`src/rtl/seq_step_fsm_pkg.sv`:
```
`default_nettype none
// ============================================================================
// Module      : seq_step_fsm_pkg
// Description : Shared types and helpers for the step-sequence controller.
//               Provides the controller state encoding and the masked
//               compare used to decide whether a word matches a step.
// Revision    : 1.0 - initial release
// ============================================================================
package seq_step_fsm_pkg;

   // Widest data word the compare helper handles; callers zero-extend.
   localparam int SEQ_MAX_W = 32;

   typedef enum logic [1:0] {
      SEQ_IDLE = 2'd0,
      SEQ_RUN  = 2'd1,
      SEQ_DONE = 2'd2,
      SEQ_ERR  = 2'd3
   } seq_state_t;

   // 1 when every bit selected by mask agrees between data and pat.
   function automatic logic seq_match(
      input logic [SEQ_MAX_W-1:0] data,
      input logic [SEQ_MAX_W-1:0] pat,
      input logic [SEQ_MAX_W-1:0] mask
   );
      return ((data ^ pat) & mask) == '0;
   endfunction

endpackage
`default_nettype wire

```
`src/rtl/seq_step_fsm_timer.sv`:
```
`default_nettype none
// ============================================================================
// Module      : seq_timer
// Description : Per-step idle timeout counter. Loads a start value, counts
//               down while enabled and flags the last permitted cycle.
// Ports       : clk, rst      - clock, synchronous active-high reset
//               load/load_val - reload the counter with load_val
//               en            - decrement this cycle (ignored at zero)
//               expire        - count is 1 and the timeout is enabled
// Revision    : 1.0 - initial release
// ============================================================================
module seq_timer #(
   parameter int TMO_W = 8
) (
   input  logic             clk,
   input  logic             rst,
   input  logic             load,
   input  logic [TMO_W-1:0] load_val,
   input  logic             en,
   output logic             expire
);

   logic [TMO_W-1:0] r_count;

   always_ff @(posedge clk) begin
      if (rst) begin
         r_count <= '0;
      end else if (load) begin
         r_count <= load_val;
      end else if (en && (r_count != '0)) begin
         r_count <= r_count - TMO_W'(1);
      end
   end

   // A zero load value disables the timeout entirely.
   assign expire = (r_count == TMO_W'(1)) && (load_val != '0);

endmodule
`default_nettype wire

```
`src/rtl/seq_step_fsm.sv`:
```
`default_nettype none
// ============================================================================
// Module      : seq_step_fsm
// Description : N-step sequence controller. Advances one step per input word
//               matching the current step's pattern under its mask, with a
//               programmable per-step timeout, abort, error state and a
//               one-cycle completion pulse. Outputs are registered (Moore).
// Ports       : clk, rst            - clock, synchronous active-high reset
//               start, abort        - begin / cancel a sequence
//               data_valid, data_in - qualified input word
//               cfg_pattern/mask    - per-step pattern and compare mask
//               timeout_cycles      - idle cycles per step (0 = disabled)
//               step, busy, done, err - status to downstream control
// Revision    : 1.0 - initial release
// ============================================================================
module seq_step_fsm
   import seq_step_fsm_pkg::*;
#(
   parameter  int DATA_W  = 4,
   parameter  int N_STEPS = 5,
   parameter  int TMO_W   = 8,
   localparam int IDX_W   = $clog2(N_STEPS + 1)
) (
   input  logic                      clk,
   input  logic                      rst,
   input  logic                      start,
   input  logic                      abort,
   input  logic                      data_valid,
   input  logic [DATA_W-1:0]         data_in,
   input  logic [N_STEPS*DATA_W-1:0] cfg_pattern,
   input  logic [N_STEPS*DATA_W-1:0] cfg_mask,
   input  logic [TMO_W-1:0]          timeout_cycles,
   output logic [IDX_W-1:0]          step,
   output logic                      busy,
   output logic                      done,
   output logic                      err
);

   localparam logic [IDX_W-1:0] c_last_step = IDX_W'(N_STEPS - 1);
   localparam logic [IDX_W-1:0] c_done_step = IDX_W'(N_STEPS);

   seq_state_t                r_state;
   logic [IDX_W-1:0]          r_step;
   logic                      r_busy;
   logic                      r_done;
   logic                      r_err;
   logic [N_STEPS*DATA_W-1:0] r_pat;
   logic [N_STEPS*DATA_W-1:0] r_mask;
   logic [TMO_W-1:0]          r_tmo;

   logic [IDX_W-1:0]  w_idx;
   logic [DATA_W-1:0] w_pat;
   logic [DATA_W-1:0] w_msk;
   logic              w_match;
   logic              w_run;
   logic              w_start_accept;
   logic              w_tmr_load;
   logic              w_tmr_en;
   logic [TMO_W-1:0]  w_tmr_val;
   logic              w_expire;

   // step reaches N_STEPS only in DONE; clamp so the slice stays in range.
   assign w_idx   = (r_step > c_last_step) ? '0 : r_step;
   assign w_pat   = r_pat[w_idx*DATA_W +: DATA_W];
   assign w_msk   = r_mask[w_idx*DATA_W +: DATA_W];
   assign w_match = data_valid &&
                    seq_match(SEQ_MAX_W'(data_in), SEQ_MAX_W'(w_pat), SEQ_MAX_W'(w_msk));

   assign w_run          = (r_state == SEQ_RUN);
   assign w_start_accept = start && ((r_state == SEQ_IDLE) || (r_state == SEQ_ERR));

   // The timer is loaded on the same edge the config is latched, so it must
   // take the port value then; afterwards the latched copy is the reference.
   assign w_tmr_val  = w_start_accept ? timeout_cycles : r_tmo;
   assign w_tmr_load = w_start_accept || (w_run && !abort && w_match);
   assign w_tmr_en   = w_run && !abort && !w_match;

   seq_timer #(
      .TMO_W (TMO_W)
   ) u_timer (
      .clk      (clk),
      .rst      (rst),
      .load     (w_tmr_load),
      .load_val (w_tmr_val),
      .en       (w_tmr_en),
      .expire   (w_expire)
   );

   always_ff @(posedge clk) begin
      if (rst) begin
         r_state <= SEQ_IDLE;
         r_step  <= '0;
         r_busy  <= 1'b0;
         r_done  <= 1'b0;
         r_err   <= 1'b0;
         r_pat   <= '0;
         r_mask  <= '0;
         r_tmo   <= '0;
      end else begin
         r_done <= 1'b0;
         if (w_start_accept) begin
            r_state <= SEQ_RUN;
            r_step  <= '0;
            r_busy  <= 1'b1;
            r_err   <= 1'b0;
            r_pat   <= cfg_pattern;
            r_mask  <= cfg_mask;
            r_tmo   <= timeout_cycles;
         end else begin
            case (r_state)
               SEQ_IDLE: ;
               SEQ_RUN: begin
                  if (abort) begin
                     r_state <= SEQ_IDLE;
                     r_step  <= '0;
                     r_busy  <= 1'b0;
                  end else if (w_match) begin
                     if (r_step == c_last_step) begin
                        r_state <= SEQ_DONE;
                        r_step  <= c_done_step;
                        r_busy  <= 1'b0;
                        r_done  <= 1'b1;
                     end else begin
                        r_step <= r_step + IDX_W'(1);
                     end
                  end else if (w_expire) begin
                     // step is kept so downstream can see which step failed
                     r_state <= SEQ_ERR;
                     r_busy  <= 1'b0;
                     r_err   <= 1'b1;
                  end
               end
               SEQ_DONE: begin
                  r_state <= SEQ_IDLE;
                  r_step  <= '0;
               end
               SEQ_ERR: begin
                  if (abort) begin
                     r_state <= SEQ_IDLE;
                     r_step  <= '0;
                     r_err   <= 1'b0;
                  end
               end
               default: begin
                  r_state <= SEQ_IDLE;
                  r_step  <= '0;
                  r_busy  <= 1'b0;
                  r_err   <= 1'b0;
               end
            endcase
         end
      end
   end

   assign step = r_step;
   assign busy = r_busy;
   assign done = r_done;
   assign err  = r_err;

endmodule
`default_nettype wire
```
`config.mk`:
```
export PLATFORM = sky130hd
export DESIGN_NAME = seq_step_fsm
export DESIGN_NICKNAME = d
export VERILOG_FILES = /design/src/rtl/seq_step_fsm_pkg.sv /design/src/rtl/seq_step_fsm_timer.sv /design/src/rtl/seq_step_fsm.sv
export SDC_FILE = /design/constraint.sdc
export NUM_CORES = 1
export LEC_CHECK = 0
export CELL_PAD_IN_SITES_DETAIL_PLACEMENT = 1
export CELL_PAD_IN_SITES_GLOBAL_PLACEMENT = 2
export CORE_ASPECT_RATIO = 0.9
export CORE_MARGIN = 2
export CORE_UTILIZATION = 30
export CTS_CLUSTER_SIZE = 20
export DETAILED_ROUTE_END_ITERATION = 8
export PLACE_DENSITY_LB_ADDON = 0.1
export REMOVE_ABC_BUFFERS = 1
export SLEW_MARGIN = 20
export SYNTH_ARGS = -nofsm -noshare
export SYNTH_HDL_FRONTEND = slang
export SYNTH_SLANG_ARGS = --single-unit
```
`constraint.sdc`:
```
create_clock -name clk -period 3.9 [get_ports clk]
set_input_delay 0.585 -clock clk [delete_from_list [all_inputs] [get_ports clk]]
set_output_delay 0.585 -clock clk [all_outputs]
set_load 0.02 [all_outputs]
```
==> Word level (Yosys, flattened, before mapping) <==
Cells that the tools add are included.
{ "word_totals": {"elab_cells": 91, "ff_bits": 64, "out_inout_bits": 6, "inputBits": 57} }
{ "op_classes": {"magnitude_cmp": 1, "eq_ne": 16, "muxes": 28, "reduce_logical": 28, "n_addsub": 2, "shifts": 2, "bitwise_logic": 4} }
{ "op_table": {"columns": ["operator", "n"], "rows": [
  ["20-bit by 6-bit variable part select with 4-bit output", 2],
  ["32-bit zero test", 1],
  ["8-bit 2-to-1 mux", 3],
  ["8-bit nonzero test", 2],
  ["3-bit 2-to-1 mux", 5],
  ["1-bit 2-to-1 mux", 12],
  ["2-bit 2-to-1 mux", 5],
  ["5-bit by 3-bit != test with 1-bit output, second input constant", 2],
  ["3-bit case mux with 3 select lines", 1],
  ["8-bit by 1-bit == test with 1-bit output, second input constant", 1],
  ["4-bit by 3-bit != test with 1-bit output, second input constant", 2],
  ["4-bit AND reduction", 2],
  ["4-bit nonzero test", 2],
  ["8-bit by 1-bit subtractor with 8-bit output, second input constant", 1],
  ["1-bit logical AND", 7],
  ["2-bit != test, second input constant", 3],
  ["3-bit != test, second input constant", 2],
  ["2-bit case mux with 3 select lines", 1],
  ["3-bit AND reduction", 2],
  ["2-bit nonzero test", 3],
  ["5-bit AND reduction", 1],
  ["5-bit OR reduction", 1],
  ["4-bit bitwise AND", 1],
  ["2-bit == test, second input constant", 2],
  ["14 further kinds", 17]
]} }

==> Longest topological paths before layout <==
{ "logic_depth": {"word_depth": 12, "mapped_depth": 13, "mapped_depth_nobuf": 10} }

==> Hierarchy <==
A second synthesis with hierarchy kept.
{ "hier_totals": {"cells_unflattened": 439, "area_unflattened_um2": 3304.4} }
{ "by_module_without_submodules": {"columns": ["mod", "seq_area_each_um2", "instances", "area_each_um2", "cells_per_inst"], "rows": [
  ["seq_step_fsm", 1121.1, 1, 2790.2, 378],
  ["seq_timer", 160.2, 1, 514.2, 61]
]} }

==> Least setup slack after synthesis <==
No wires, ideal clock.
{ "synth_timing": {"kind": "register to register", "start": "reg r_step[1] (netlist: step[1])", "end": "reg r_state[0]", "t_arrival_ns": 2.835, "path_slack_ns": 0.946, "setup_ns": 0.119, "path_buffers": 3, "path_stages_with_launch": 14, "synth_period_minus_slack_ns": 2.954, "required_time_ns": 3.781, "cell_sequence": "dfxtp_1 -> buf_2 -> buf_2 -> inv_1 -> ha_1 -> buf_2 -> nand2b_1 -> a221oi_1 -> a22oi_2 -> xor2_1 -> o221a_4 -> a31oi_1 -> a31oi_1 -> o221a_1"} }
{ "synth_via": {"elab_chain_cells": 11, "elab_cells_between_ends": 16, "classes_between": "1 x order compare; 3 x eq/ne; 2 x shift; 5 x mux; 2 x bitwise; 3 x reduce/logical"} }
{ "synth_lines": {"columns": ["element", "line_no", "rtl"], "rows": [
  ["start, declared", "seq_step_fsm.sv:43", "logic [IDX_W-1:0] r_step;"],
  ["start signal, assigned", "seq_step_fsm.sv:120", "r_step <= c_done_step;"],
  ["start signal, assigned", "seq_step_fsm.sv:124", "r_step <= r_step + IDX_W'(1);"],
  ["3-bit greater-than comparator", "seq_step_fsm.sv:63", "assign w_idx = (r_step > c_last_step) ? '0 : r_step;"],
  ["3-bit 2-to-1 mux", "seq_step_fsm.sv:63", null],
  ["20-bit by 6-bit variable part select with 4-bit output", "seq_step_fsm.sv:64", "assign w_pat = r_pat[w_idx*DATA_W +: DATA_W];"],
  ["4-bit bitwise XOR", "seq_step_fsm_pkg.sv:27", "return ((data ^ pat) & mask) == '0;"],
  ["4-bit bitwise AND", "seq_step_fsm_pkg.sv:27", null],
  ["32-bit zero test", "seq_step_fsm_pkg.sv:27", null],
  ["1-bit logical AND", "seq_step_fsm.sv:66", "assign w_match = data_valid &&"],
  ["2-bit 2-to-1 mux", "seq_step_fsm.sv:117", "end else if (w_match) begin"],
  ["2-bit 2-to-1 mux", "seq_step_fsm.sv:113", "if (abort) begin"],
  ["2-bit case mux with 3 select lines", "seq_step_fsm.sv:110", "case (r_state)"],
  ["1-bit 2-to-1 mux", "seq_step_fsm.sv:101", "if (w_start_accept) begin"],
  ["end signal, assigned", "seq_step_fsm.sv:102", "r_state <= SEQ_RUN;"],
  ["end signal, assigned", "seq_step_fsm.sv:114", "r_state <= SEQ_IDLE;"],
  ["end signal, assigned", "seq_step_fsm.sv:119", "r_state <= SEQ_DONE;"],
  ["end, declared", "seq_step_fsm.sv:42", "seq_state_t r_state;"]
]} }
Several ways; a longest one is shown, not always the timed one.
A chain may end at the register's enable or synchronous reset.

==> Worst setup path after layout <==
{ "layout_timing": {"start": "reg r_step[1] (netlist: step[1])", "end": "reg u_timer.r_count[0]"} }
{ "layout_via": {"elab_chain_cells": 11, "elab_cells_between_ends": 15, "classes_between": "1 x order compare; 2 x shift; 2 x mux; 2 x bitwise; 8 x reduce/logical"} }
{ "layout_lines": {"columns": ["element", "line_no", "rtl"], "rows": [
  ["3-bit greater-than comparator", "seq_step_fsm.sv:63", null],
  ["3-bit 2-to-1 mux *", "seq_step_fsm.sv:63", null],
  ["20-bit by 6-bit variable part select with 4-bit output", "seq_step_fsm.sv:64", null],
  ["4-bit bitwise XOR", "seq_step_fsm_pkg.sv:27", null],
  ["4-bit bitwise AND *", "seq_step_fsm_pkg.sv:27", null],
  ["32-bit zero test *", "seq_step_fsm_pkg.sv:27", null],
  ["1-bit logical AND *", "seq_step_fsm.sv:66", null],
  ["1-bit zero test", "seq_step_fsm.sv:76", "assign w_tmr_en = w_run && !abort && !w_match;"],
  ["1-bit logical AND", "seq_step_fsm.sv:76", null],
  ["1-bit logical AND", "seq_step_fsm_timer.sv:30", "end else if (en && (r_count != '0)) begin"],
  ["2-bit nonzero test (no line)", null, null],
  ["end signal, assigned", "seq_step_fsm_timer.sv:29", "r_count <= load_val;"],
  ["end signal, assigned", "seq_step_fsm_timer.sv:31", "r_count <= r_count - TMO_W'(1);"],
  ["end, declared", "seq_step_fsm_timer.sv:23", "logic [TMO_W-1:0] r_count;"]
]} }
Every way passes the cells marked *; elsewhere a longest branch is shown, timed or not.

==> results.md <==
| Parameter | Value |
| --- | --- |
| Post-synthesis cell type with the largest combined area | sky130_fd_sc_hd__dfxtp_1 |
| Number of nets with antenna violations after routing | 0 |
| Clock transition at the register clock pins on the worst setup and hold paths after CTS | 0.06 ns |
| Area share of the largest cell type after synthesis | 37.8% |
| Synthesized flop and latch total | 64 |
| Worst slew margin relative to its limit | 54.4% |
| Power density of the placed cells | 632 nW/um2 |
| Maximum ir drop on the vdd rail | 0.191 mV |
| Setup skew after layout | 0.00827 ns |
| Count of yosys warnings during synthesis | 0 |
| Count of pins over their slew limit | 0 |
| Number of buffers created by CTS | 9 |
| Wire length reported by the detailed router | 10.9 mm |
| Avg Cell Area, Syn | 7.54 um2 |
| Die area | 12,200 um2 |
| Max_cap viols | 0 |
| Std-Cell Core Area | 10,900 um2 |
| Required time at the worst-slack endpoint | 4.10 ns |
| GR peak layer | met2 |
| Dominant cells by area after synthesis | sky130_fd_sc_hd__dfxtp_1, sky130_fd_sc_hd__nand2_1, sky130_fd_sc_hd__a21oi_1 |
| Unrepaired setup endpoints after global routing | no |
| Synthesized cell area | 3390 um2 |
| DRC | 0 |
| Total leakage power | 1.58 nW |
| Layout cell share with drive strength beyond 1 | 7.87% |
| Number of hold-slack violations in the final timing report | 0 |
| EDFF count, synth | 0 |
| Path depth of the worst reg2reg path | 10 |
| ANT cells | 0 |
| Post-CTS Resized | 0 |
| Distinct cell type count of the synthesized netlist | 59 |
| CP Data Arrival Time | 3.18 ns |
| IO buf count | 62 |
| Largest net degree at the start of global routing | 32 |
| R2R setup slack | 0.92 ns |
| Via count normalized by instance count | 5.09 |
| Type of the worst setup path | reg2reg |
| Reg-to-reg critical path endpoint | u_timer.r_count[0] |
| Horizontal extent of the die | 116 um |
| Clk root buf | sky130_fd_sc_hd__clkbuf_16 |
| Detailed-route via count | 3,362 |
| Setup Fix Bufs, Post-CTS | 0 |
| Total Routing Usage GR | 18.6% |
| Reg-to-reg critical path startpoint | step[1] |
| Count of nets after finishing | 570 |
| Worst hold path depth | 2 |
| Clock insertion delay at the later pin of the skew report | 0.33 ns |
| Setup violation total in the final timing report | 0 |
| Total overflow reported by the global router | 0 |
| Overall die height | 105 um |
| Share of flip-flops with an asynchronous set or reset after synthesis | 0% |
| Tcrit/Tclk final | 76.3% |
| Number of antenna violations at the first check in global routing | 0 |
| Synthesized netlist cell count | 450 |
| Most common library cell in the layout ignoring fill and taps | sky130_fd_sc_hd__nand2_1 |
| Floorplan row count | 36 |
| Capture endpoint of the worst hold path | r_pat[12] |
| TNS Setup | 0 ns |
| Clock tree from TritonCTS | done |
| Met2 track utilization from global routing | 28.2% |
| Worst-path fanout max | 12 |
| Placement Cell Area | 4150 um2 |
| Weighted congestion reported at the end of routability-driven placement | 0.864 |
| Detailed-router iteration count before antenna repair | 4 |
| Per-cell routed wire length | 16.5 um |
| Most used flip-flop cell after synthesis | sky130_fd_sc_hd__dfxtp_1 |
| Highest achievable clock rate | 0.336 GHz |
| Number of clock sinks | 64 |
| Vias in the first global route | 3,324 |
| Estimated wirelength of the detail-placed design | 7.95 mm |
| Routing usage on met3 | 4.00% |
| Final worst path period need | 2.98 ns |
| Share of the yosys chip area belonging to registers | 37.8% |
| Kind of end point of the critical path | register |
| Highest-count cells in the layout ignoring fill and taps | sky130_fd_sc_hd__nand2_1, sky130_fd_sc_hd__dfxtp_1, sky130_fd_sc_hd__clkdlybuf4s50_1, sky130_fd_sc_hd__a21oi_1, sky130_fd_sc_hd__nor2_1 |
| Transition time of the tightest slew-check pin | 0.684 ns |
| Maximum count of clock buffers along a single path | 2 |
| First-pass GRT wire length | 17.6 mm |
| Initial standard-cell utilization of the core | 31.0% |
| Quantity of hold-fixing buffers added after cts | 0 |
| Final std cell area, no fill | 4450 um2 |
| Area growth, synth to finish | 31.1% |
| Type of the tightest min-delay check | reg2reg |
| Number of DRC markers after the initial detailed-route iteration | 121 |
| Status | finished, final reports clean |
| Global routing met1 resource utilization | 26.7% |
| H-tree level count | 3 |
| Top-level I/O count | 63 |
| Worst hold path startpoint | r_pat[12] |
| Critical Path Source Type | register |
==> cells in the mapped netlist, drive strengths merged, types with 3 or more instances <==
library cell    n
nand2         108
dfxtp          64
a21oi          56
nor2           24
o21ai          22
clkbuf         18
inv            18
a31oi          13
nor3           12
buf            10
ha             10
nand2b          9
nor4            7
nand3           6
or3             6
a22oi           5
mux2i           5
a32oi           4
nor2b           4
o221ai          4
a21boi          3
mux2            3
or2             3
xor2            3
==> cell families after synthesis <==
logic type | share of synthesized area, %
buffers and inverters | 5.57
xor gates and xnor gates | 0.774
AOI/OAI and AO/OA | 24.3
DFF | 37.8
adders and majority gates | 3.69
and+or+nand+nor | 25.4
muxes | 2.47
==> metal layers <==
layer | share of wire [%] | up-vias | wire [um]
li1 | - | 1693 | -
met1 | 50 | 1587 | 5480
met2 | 44 | 72 | 4820
met3 | 4.5 | 10 | 495
met4 | 1.1 | 0 | 123
met5 | 0 | - | 0
==> flip-flops by register name, indices dropped and copies added, names as in the netlist <==
register	count
u_timer.r_count	8
r_pat	20
err	1
r_tmo	8
r_mask	20
busy	1
step	3
done	1
r_state	2
==> worst max-delay path by stage <==
| stage | from | endpoint | slack, ns | depth (start not counted) |
|---|---|---|---|---|
| 3_5_place_dp | step[1] | u_timer.r_count[0] | 0.94 | 10 |
| 2_1_floorplan | r_state[0] | r_state[0] | 0.21 | 8 |
| 4_1_cts | step[1] | u_timer.r_count[0] | 0.92 | 10 |
| 6_report | step[1] | u_timer.r_count[0] | 0.92 | 10 |
| 5_1_grt | step[1] | r_state[0] | 0.67 | 10 |
| 3_3_place_gp | step[0] | r_state[0] | 1.11 | 10 |
==> critical path, cell delays in order (launching register included) <==
cell	delay [ns]
sky130_fd_sc_hd__dfxtp_1	0.31
sky130_fd_sc_hd__inv_1	0.10
sky130_fd_sc_hd__ha_1	0.41
sky130_fd_sc_hd__nand2_1	0.18
sky130_fd_sc_hd__nor3_2	0.47
sky130_fd_sc_hd__a22oi_1	0.21
sky130_fd_sc_hd__a22o_1	0.24
sky130_fd_sc_hd__o221ai_1	0.34
sky130_fd_sc_hd__nor2_2	0.15
sky130_fd_sc_hd__a311oi_1	0.33
sky130_fd_sc_hd__o22ai_1	0.10
==> stage by stage <==
stage / setup slack, ns / hold WS, ns / total power [mW] / instances / util [%]
floorplan: 0.212 / 0.425 / 1.61 / 422 / -
global placement: 1.11 / 0.440 / 2.00 / 644 / 37.9
global route: 0.667 / 0.472 / 3.01 / 660 / 40.6
detailed placement: 0.943 / 0.449 / 2.01 / 644 / 37.9
finish: 0.925 / 0.455 / 2.81 / 660 / 40.6
CTS: 0.922 / 0.457 / 2.84 / 660 / 40.6
==> where the power goes <==
group	total, mW	switching (mW)	internal (mW)
Clock	0.815	0.304	0.511
Combinational	1.09	0.683	0.412
Sequential	0.901	0.111	0.790
Total	2.81	1.10	1.71
==> layout make-up <==
type / count / area, um2
tap: 152 / 190
timing repair buffer: 70 / 676
clock inverter: 5 / 56.3
sequential: 64 / 1280
clock buffer: 11 / 243
inverter: 18 / 70.1
multi-input combinational: 340 / 1930
fill: 1337 / 6500
(Power assumes the default switching activity.)
